**config.mk**
```make
export PLATFORM = sky130hd
export DESIGN_NAME = um_sort_reader
export DESIGN_NICKNAME = d
export VERILOG_FILES = /design/src/rtl/um_sort_reader_pkg.sv /design/src/rtl/um_lsb_enc.sv /design/src/rtl/um_sort_reader.sv
export SDC_FILE = /design/constraint.sdc
export NUM_CORES = 1
export LEC_CHECK = 0
export BUFFER_PORTS_ARGS = -buffer_cell sky130_fd_sc_hd__buf_4
export CAP_MARGIN = 20
export CORE_UTILIZATION = 50
export DETAILED_ROUTE_END_ITERATION = 16
export GPL_TIMING_DRIVEN = 0
export PLACE_DENSITY = 0.72
export SLEW_MARGIN = 0
export SYNTH_ARGS = -nofsm -noshare
export SYNTH_HDL_FRONTEND = slang
export SYNTH_HIERARCHICAL = 1
export SYNTH_SLANG_ARGS = --single-unit
export TNS_END_PERCENT = 10
```
**constraint.sdc**
```tcl
create_clock -name clk -period 5.4 [get_ports clk]
set_input_delay 0.54 -clock clk [delete_from_list [all_inputs] [get_ports clk]]
set_output_delay 0.54 -clock clk [all_outputs]
set_load 0.02 [all_outputs]
```
**src/rtl/um_sort_reader_pkg.sv**
```systemverilog
// ---------------------------------------------------------------------------
// um_sort_reader_pkg
// Shared parameter header for the unified-memory (UM) sort reader.
// Holds the default geometry of the UM (element width and count, plus the
// matching index widths) and the sort-reader FSM state encoding.
// ---------------------------------------------------------------------------
package um_sort_reader_pkg;

  localparam int DATA_WIDTH       = 8;   // element width in bits
  localparam int ELEMENT_NUM      = 16;  // number of UM entries
  localparam int LOG2_ELEMENT_NUM = 4;   // width of an element index
  localparam int LOG2_DATA_WIDTH  = 3;   // width of a bit-plane index

  typedef enum logic [2:0] {
    IDLE = 3'd0,
    SCAN = 3'd1,
    LOAD = 3'd2,
    EMIT = 3'd3,
    DONE = 3'd4
  } state_t;

endpackage

```
**src/rtl/um_lsb_enc.sv**
```systemverilog
// ---------------------------------------------------------------------------
// um_lsb_enc
// Lowest-set-bit priority encoder. Returns the index of the lowest set bit
// of vec; an all-zero vec returns index 0.
// Ports:
//   vec  in   WIDTH   candidate vector
//   idx  out  IDX_W   index of the lowest set bit
// ---------------------------------------------------------------------------
module um_lsb_enc #(
  parameter int WIDTH = 16,
  parameter int IDX_W = 4
) (
  input  logic [WIDTH-1:0] vec,
  output logic [IDX_W-1:0] idx
);

  // NOTE: every output of an always_comb gets a default before any
  // conditional assignment, otherwise synthesis infers a latch.
  always_comb begin
    idx = '0;
    // Walk from the top down so the lowest set bit is the last one written.
    for (int i = WIDTH - 1; i >= 0; i--) begin
      if (vec[i]) idx = IDX_W'(i);
    end
  end

endmodule

```
**src/rtl/um_sort_reader.sv**
```systemverilog
// ---------------------------------------------------------------------------
// um_sort_reader
// Reads every UM entry out in ascending signed order (ties by ascending
// index) using a bit-serial minimum search over the UM bit-planes.
// Each search walks the bit-planes MSB to LSB, narrowing a candidate mask to
// the entries holding a 0 in that plane (the UM inverts the MSB plane, so a
// 0 there marks a negative value). The surviving lowest index is then read
// as a whole word and offered on a valid/ready output.
// Ports:
//   clk        in   1                 clock, rising edge
//   rst        in   1                 synchronous active-low reset
//   start      in   1                 begin readout (accepted only in IDLE)
//   bit_data   in   ELEMENT_NUM       UM bit-plane selected by bit_addr
//   um_data    in   DATA_WIDTH        UM word selected by um_addr
//   bit_addr   out  LOG2_DATA_WIDTH   bit-plane select
//   um_addr    out  LOG2_ELEMENT_NUM  word select
//   out_valid  out  1                 out_data/out_idx hold the next element
//   out_ready  in   1                 consumer accepts the element
//   out_data   out  DATA_WIDTH        sorted element value
//   out_idx    out  LOG2_ELEMENT_NUM  UM index of out_data
//   busy       out  1                 not IDLE
//   done       out  1                 one-cycle pulse after the last transfer
// ---------------------------------------------------------------------------
module um_sort_reader
  import um_sort_reader_pkg::*;
#(
  parameter int DATA_WIDTH       = um_sort_reader_pkg::DATA_WIDTH,
  parameter int ELEMENT_NUM      = um_sort_reader_pkg::ELEMENT_NUM,
  parameter int LOG2_ELEMENT_NUM = um_sort_reader_pkg::LOG2_ELEMENT_NUM,
  parameter int LOG2_DATA_WIDTH  = um_sort_reader_pkg::LOG2_DATA_WIDTH
) (
  input  logic                        clk,
  input  logic                        rst,
  input  logic                        start,
  input  logic [ELEMENT_NUM-1:0]      bit_data,
  input  logic [DATA_WIDTH-1:0]       um_data,
  output logic [LOG2_DATA_WIDTH-1:0]  bit_addr,
  output logic [LOG2_ELEMENT_NUM-1:0] um_addr,
  output logic                        out_valid,
  input  logic                        out_ready,
  output logic [DATA_WIDTH-1:0]       out_data,
  output logic [LOG2_ELEMENT_NUM-1:0] out_idx,
  output logic                        busy,
  output logic                        done
);

  localparam int CNT_W = LOG2_ELEMENT_NUM + 1;

  state_t                  state, state_nxt;
  logic [ELEMENT_NUM-1:0]  mask;       // candidates still in the running
  logic [ELEMENT_NUM-1:0]  remaining;  // entries not yet emitted
  logic [ELEMENT_NUM-1:0]  cand;
  logic [ELEMENT_NUM-1:0]  mask_upd;
  logic [ELEMENT_NUM-1:0]  idx_onehot;
  logic [CNT_W-1:0]        count;
  logic [LOG2_ELEMENT_NUM-1:0] lsb_idx;
  logic                    xfer;
  logic                    last_bit;
  logic                    last_elem;

  // Keep only candidates with a 0 in this plane; if none has one, they all
  // tie on this bit and the mask stays as it was.
  assign cand       = mask & ~bit_data;
  assign mask_upd   = (cand != '0) ? cand : mask;
  assign idx_onehot = ELEMENT_NUM'(1) << out_idx;

  // out_valid is only ever set in EMIT, so it qualifies the handshake alone.
  assign xfer      = out_valid && out_ready;
  assign last_bit  = (bit_addr == '0);
  assign last_elem = (count == CNT_W'(ELEMENT_NUM - 1));

  assign busy = (state != IDLE);
  assign done = (state == DONE);

  um_lsb_enc #(
    .WIDTH (ELEMENT_NUM),
    .IDX_W (LOG2_ELEMENT_NUM)
  ) u_lsb_enc (
    .vec (mask_upd),
    .idx (lsb_idx)
  );

  // NOTE: clocked state uses non-blocking assignments so every register
  // samples the pre-edge values, independent of statement order.
  always_ff @(posedge clk) begin
    if (!rst) state <= IDLE;
    else      state <= state_nxt;
  end

  always_comb begin
    state_nxt = state;
    unique case (state)
      IDLE:    if (start) state_nxt = SCAN;
      SCAN:    if (last_bit) state_nxt = LOAD;
      LOAD:    state_nxt = EMIT;
      EMIT:    if (xfer) state_nxt = last_elem ? DONE : SCAN;
      DONE:    state_nxt = IDLE;
      default: state_nxt = IDLE;
    endcase
  end

  always_ff @(posedge clk) begin
    if (!rst) begin
      mask      <= '0;
      remaining <= '0;
      count     <= '0;
      bit_addr  <= '0;
      um_addr   <= '0;
      out_data  <= '0;
      out_idx   <= '0;
      out_valid <= 1'b0;
    end else begin
      unique case (state)
        IDLE: begin
          if (start) begin
            mask      <= '1;
            remaining <= '1;
            count     <= '0;
            bit_addr  <= LOG2_DATA_WIDTH'(DATA_WIDTH - 1);
          end
        end
        SCAN: begin
          mask <= mask_upd;
          if (last_bit) um_addr  <= lsb_idx;
          else          bit_addr <= bit_addr - 1'b1;
        end
        LOAD: begin
          out_data  <= um_data;
          out_idx   <= um_addr;
          out_valid <= 1'b1;
        end
        EMIT: begin
          if (xfer) begin
            remaining <= remaining & ~idx_onehot;
            count     <= count + 1'b1;
            out_valid <= 1'b0;
            if (!last_elem) begin
              mask     <= remaining & ~idx_onehot;
              bit_addr <= LOG2_DATA_WIDTH'(DATA_WIDTH - 1);
            end
          end
        end
        default: ;
      endcase
    end
  end

endmodule

```
==> flow_summary.ini <==
[run_status]
status = complete, no violations

[worst_setup_path]
end_kind = flip-flop
path_cells = nor2b_1 > a2111oi_2 > nand4_1 > clkbuf_1 > a21boi_1 > a21oi_1 > o311a_1 > o22ai_1 > nand3_1 > a21oi_1
critPathTopFamily = compound AO/OA/AOI/OAI gates
rrSetupSlack_ns = 2.60
cp_max_fo = 10
crit_path_end = um_addr[0]$_SDFFE_PN0P_
cp_common_cell = a21oi_1
slowest_delay_ns = 0.39
reg2reg_depth = 10
path_buf_inv = 1
r2r-end = um_addr[0]$_SDFFE_PN0P_
critPathArrivalTime_ns = 3.07
crit_start = mask[12]$_SDFFE_PN0P_
critPathKind = flip-flop to flip-flop
cp.depth = 10
cp.required_ns = 5.67
startpoint_type = flip-flop
r2r-start = mask[12]$_SDFFE_PN0P_
slowest_stage = a2111oi_2

[power_and_ir_drop]
power.total_mw = 1.519
peakVddDrop_v = 0.0002123
p_leak_nw = 1.570
p_per_area_mw_per_mm2 = 393.6

[synthesis]
netlist_area_sq_mm = 0.003163
synth_cells = 404
avgSynthCellArea_sq_um = 7.829
ys_warn_count = 6
netlist_top_cells_area = dfxtp_1 (38%), a21oi_1 (6.2%), nand2_1 (4.9%)
synth_top_cell_area_share_pct = 37.97
ys_seq_area_share_pct = 37.97
yosysTopAreaCell = dfxtp_1
synth_seq_cells = 60
syn-num-nets = 436
yosysUniqueCellTypes = 45

[clock_network]
cts_inserted_buffers = 9
clk_transition_reported_paths_ns = 0.07
cts_root_buffer = clkbuf_8
cts_tree = done
cts_resized = 0
cts_buffer_depth = 2
cts_setup_buffers = 0
postCtsHoldBufs = 0
insertion_delay_ns = 0.34
htreeDepth = 3
cts_sinks = 60

[drt]
vias = 3245
firstDrtPassIters = 5
viasPerCell = 5.965
ant_nets = 0
drt_iter0_markers = 178
drc = 0
wl_microns = 9062
wl_per_cell_microns = 16.66

[floorplanning]
dieWidth_microns = 81.54
io_pins = 50
die-height_microns = 81.54
start_util_pct = 52.49
die-area_sq_mm = 0.006648
core_sq_mm = 0.006026
floorplan.rows = 28

[timing]
fin_crit_ns = 2.797
setup_viol = 0
min_period_over_period_pct = 51.79
rsz0062_at_grt = false
slew_headroom_pct = 60.23
timing.final.ws_setup_ns = 2.603
fmax_mhz = 357.6
final-hold-violation-count = 0
slew_viol_final = 0
finalSetupTns_ns = 0
finClkSkew_ns = 0.01039
worst_pin_slew_ns = 0.5920

[final_layout]
layout_commonest_cell = dfxtp_1
syn_to_final_growth_pct = 22.03
drive_gt1_share_pct = 18.55
antennaDiodeCount = 0
final_design_area_no_fill_sq_mm = 0.003860
layout_common_cells = dfxtp_1 (60), buf_4 (49), nand2_1 (41)
fin_cells = 544
layout.nets = 496

[global_routing]
grt_max_degree = 11
grt_pass1_wl_microns = 14270
antenna_found_initial = 0
grt_overflow_total = 0
grt_usage_pct = 28.91
grt_pass1_vias = 2978

[job]
cap_violations = 0

[placed_design]
dpl.cell_count = 528
place_area_sq_mm = 0.003625
gp_congestion = 0.8596
pre_cts_ws_ns = 2.398
dpl.hpwl_microns = 6773
numPortBuffers = 49

[min_path]
hold_path_class = primary input to flip-flop
[synthesized netlist by cell type, drive strengths merged]
master and instances:
dfxtp 60, nand2 41, a21oi 39, nor2 37, nand3 27, a21boi 24
nor2b 18, inv 16, nor3 16, clkbuf 15, o21ai 14, buf 11
a211oi 10, a22o 9, o22ai 9, a21o 7, a311oi 7, a31oi 7
a2111oi 4, and3 4, ha 4, nor4 4, a31o 2, nand2b 2
nand4 2, nor4b 2, or3 2, a41oi 1, and2 1, mux2 1
mux2i 1, nor3b 1, o2111a 1, o21a 1, o311a 1, o31a 1
o31ai 1, o41ai 1
[through the flow]
stage | util, % | hold WS, ns
after CTS | 64.06 | 0.4446
after global placement | 60.15 | 0.4430
after detailed placement | 60.15 | 0.4490
after global routing | 64.06 | 0.4516
final | 64.06 | 0.4443
after floorplan | - | 0.4575
[flip-flops by register name, summed over array words and instances, names as in the netlist]
register	count
remaining	16
count	5
out_valid	1
state	3
um_addr	4
out_idx	4
out_data	8
mask	16
bit_addr	3
[kinds of logic (layout without fill, tap and decap cells)]
logic type                 Yosys count  in the layout  share of synthesized area [%]
buffers and inverters               42            107                          5.419
and+or+nand+nor                    157            157                          24.21
adders and majority gates            4              4                          1.582
AOI/OAI and AO/OA                  139            139                          30.14
DFF                                 60             60                          37.97
muxes                                2              2                         0.6725
[layer usage]
metal	global-route usage, %	part of all wire [%]
met5	0	0
met4	13.04	3.2
met3	6.556	6.0
met2	48.17	46
met1	35.32	44
[tightest hold or removal path: cells and delay by family]
family          cells  cell delay, ns
compound gates      1            0.05
simple gates        1            0.04
buf+inv             1            0.11
[cell type report]
cell class / count / area (sq um)
tap: 75 / 93.84
clock buffer: 12 / 165.2
timing repair buffer: 49 / 367.9
clock inverter: 4 / 70.07
sequential: 60 / 1201
fill: 550 / 2166
inverter: 16 / 60.06
buffer: 26 / 111.4
multi-input combinational: 302 / 1790
[power by group]
part	total (mW)	leakage (nW)	switching, mW	internal, mW
clock network	0.476	0.122	0.180	0.296
registers	0.561	0.494	0.0532	0.508
logic	0.483	0.954	0.282	0.200
total	1.52	1.57	0.515	1.00
[how the worst min path moves through the flow]
stage | startpoint | end | slack, ns | cells past startpoint
CTS | um_data[7] | out_data[7]$_SDFFE_PN0P_ | 0.44 | 3
detailed placement | out_data[6]$_SDFFE_PN0P_ | out_data[6]$_SDFFE_PN0P_ | 0.45 | 2
finish | um_data[7] | out_data[7]$_SDFFE_PN0P_ | 0.44 | 3
floorplan | mask[2]$_SDFFE_PN0P_ | mask[2]$_SDFFE_PN0P_ | 0.46 | 1
global placement | out_data[5]$_SDFFE_PN0P_ | out_data[5]$_SDFFE_PN0P_ | 0.44 | 2
global route | um_data[7] | out_data[7]$_SDFFE_PN0P_ | 0.45 | 3
(Power assumes the default switching activity.)
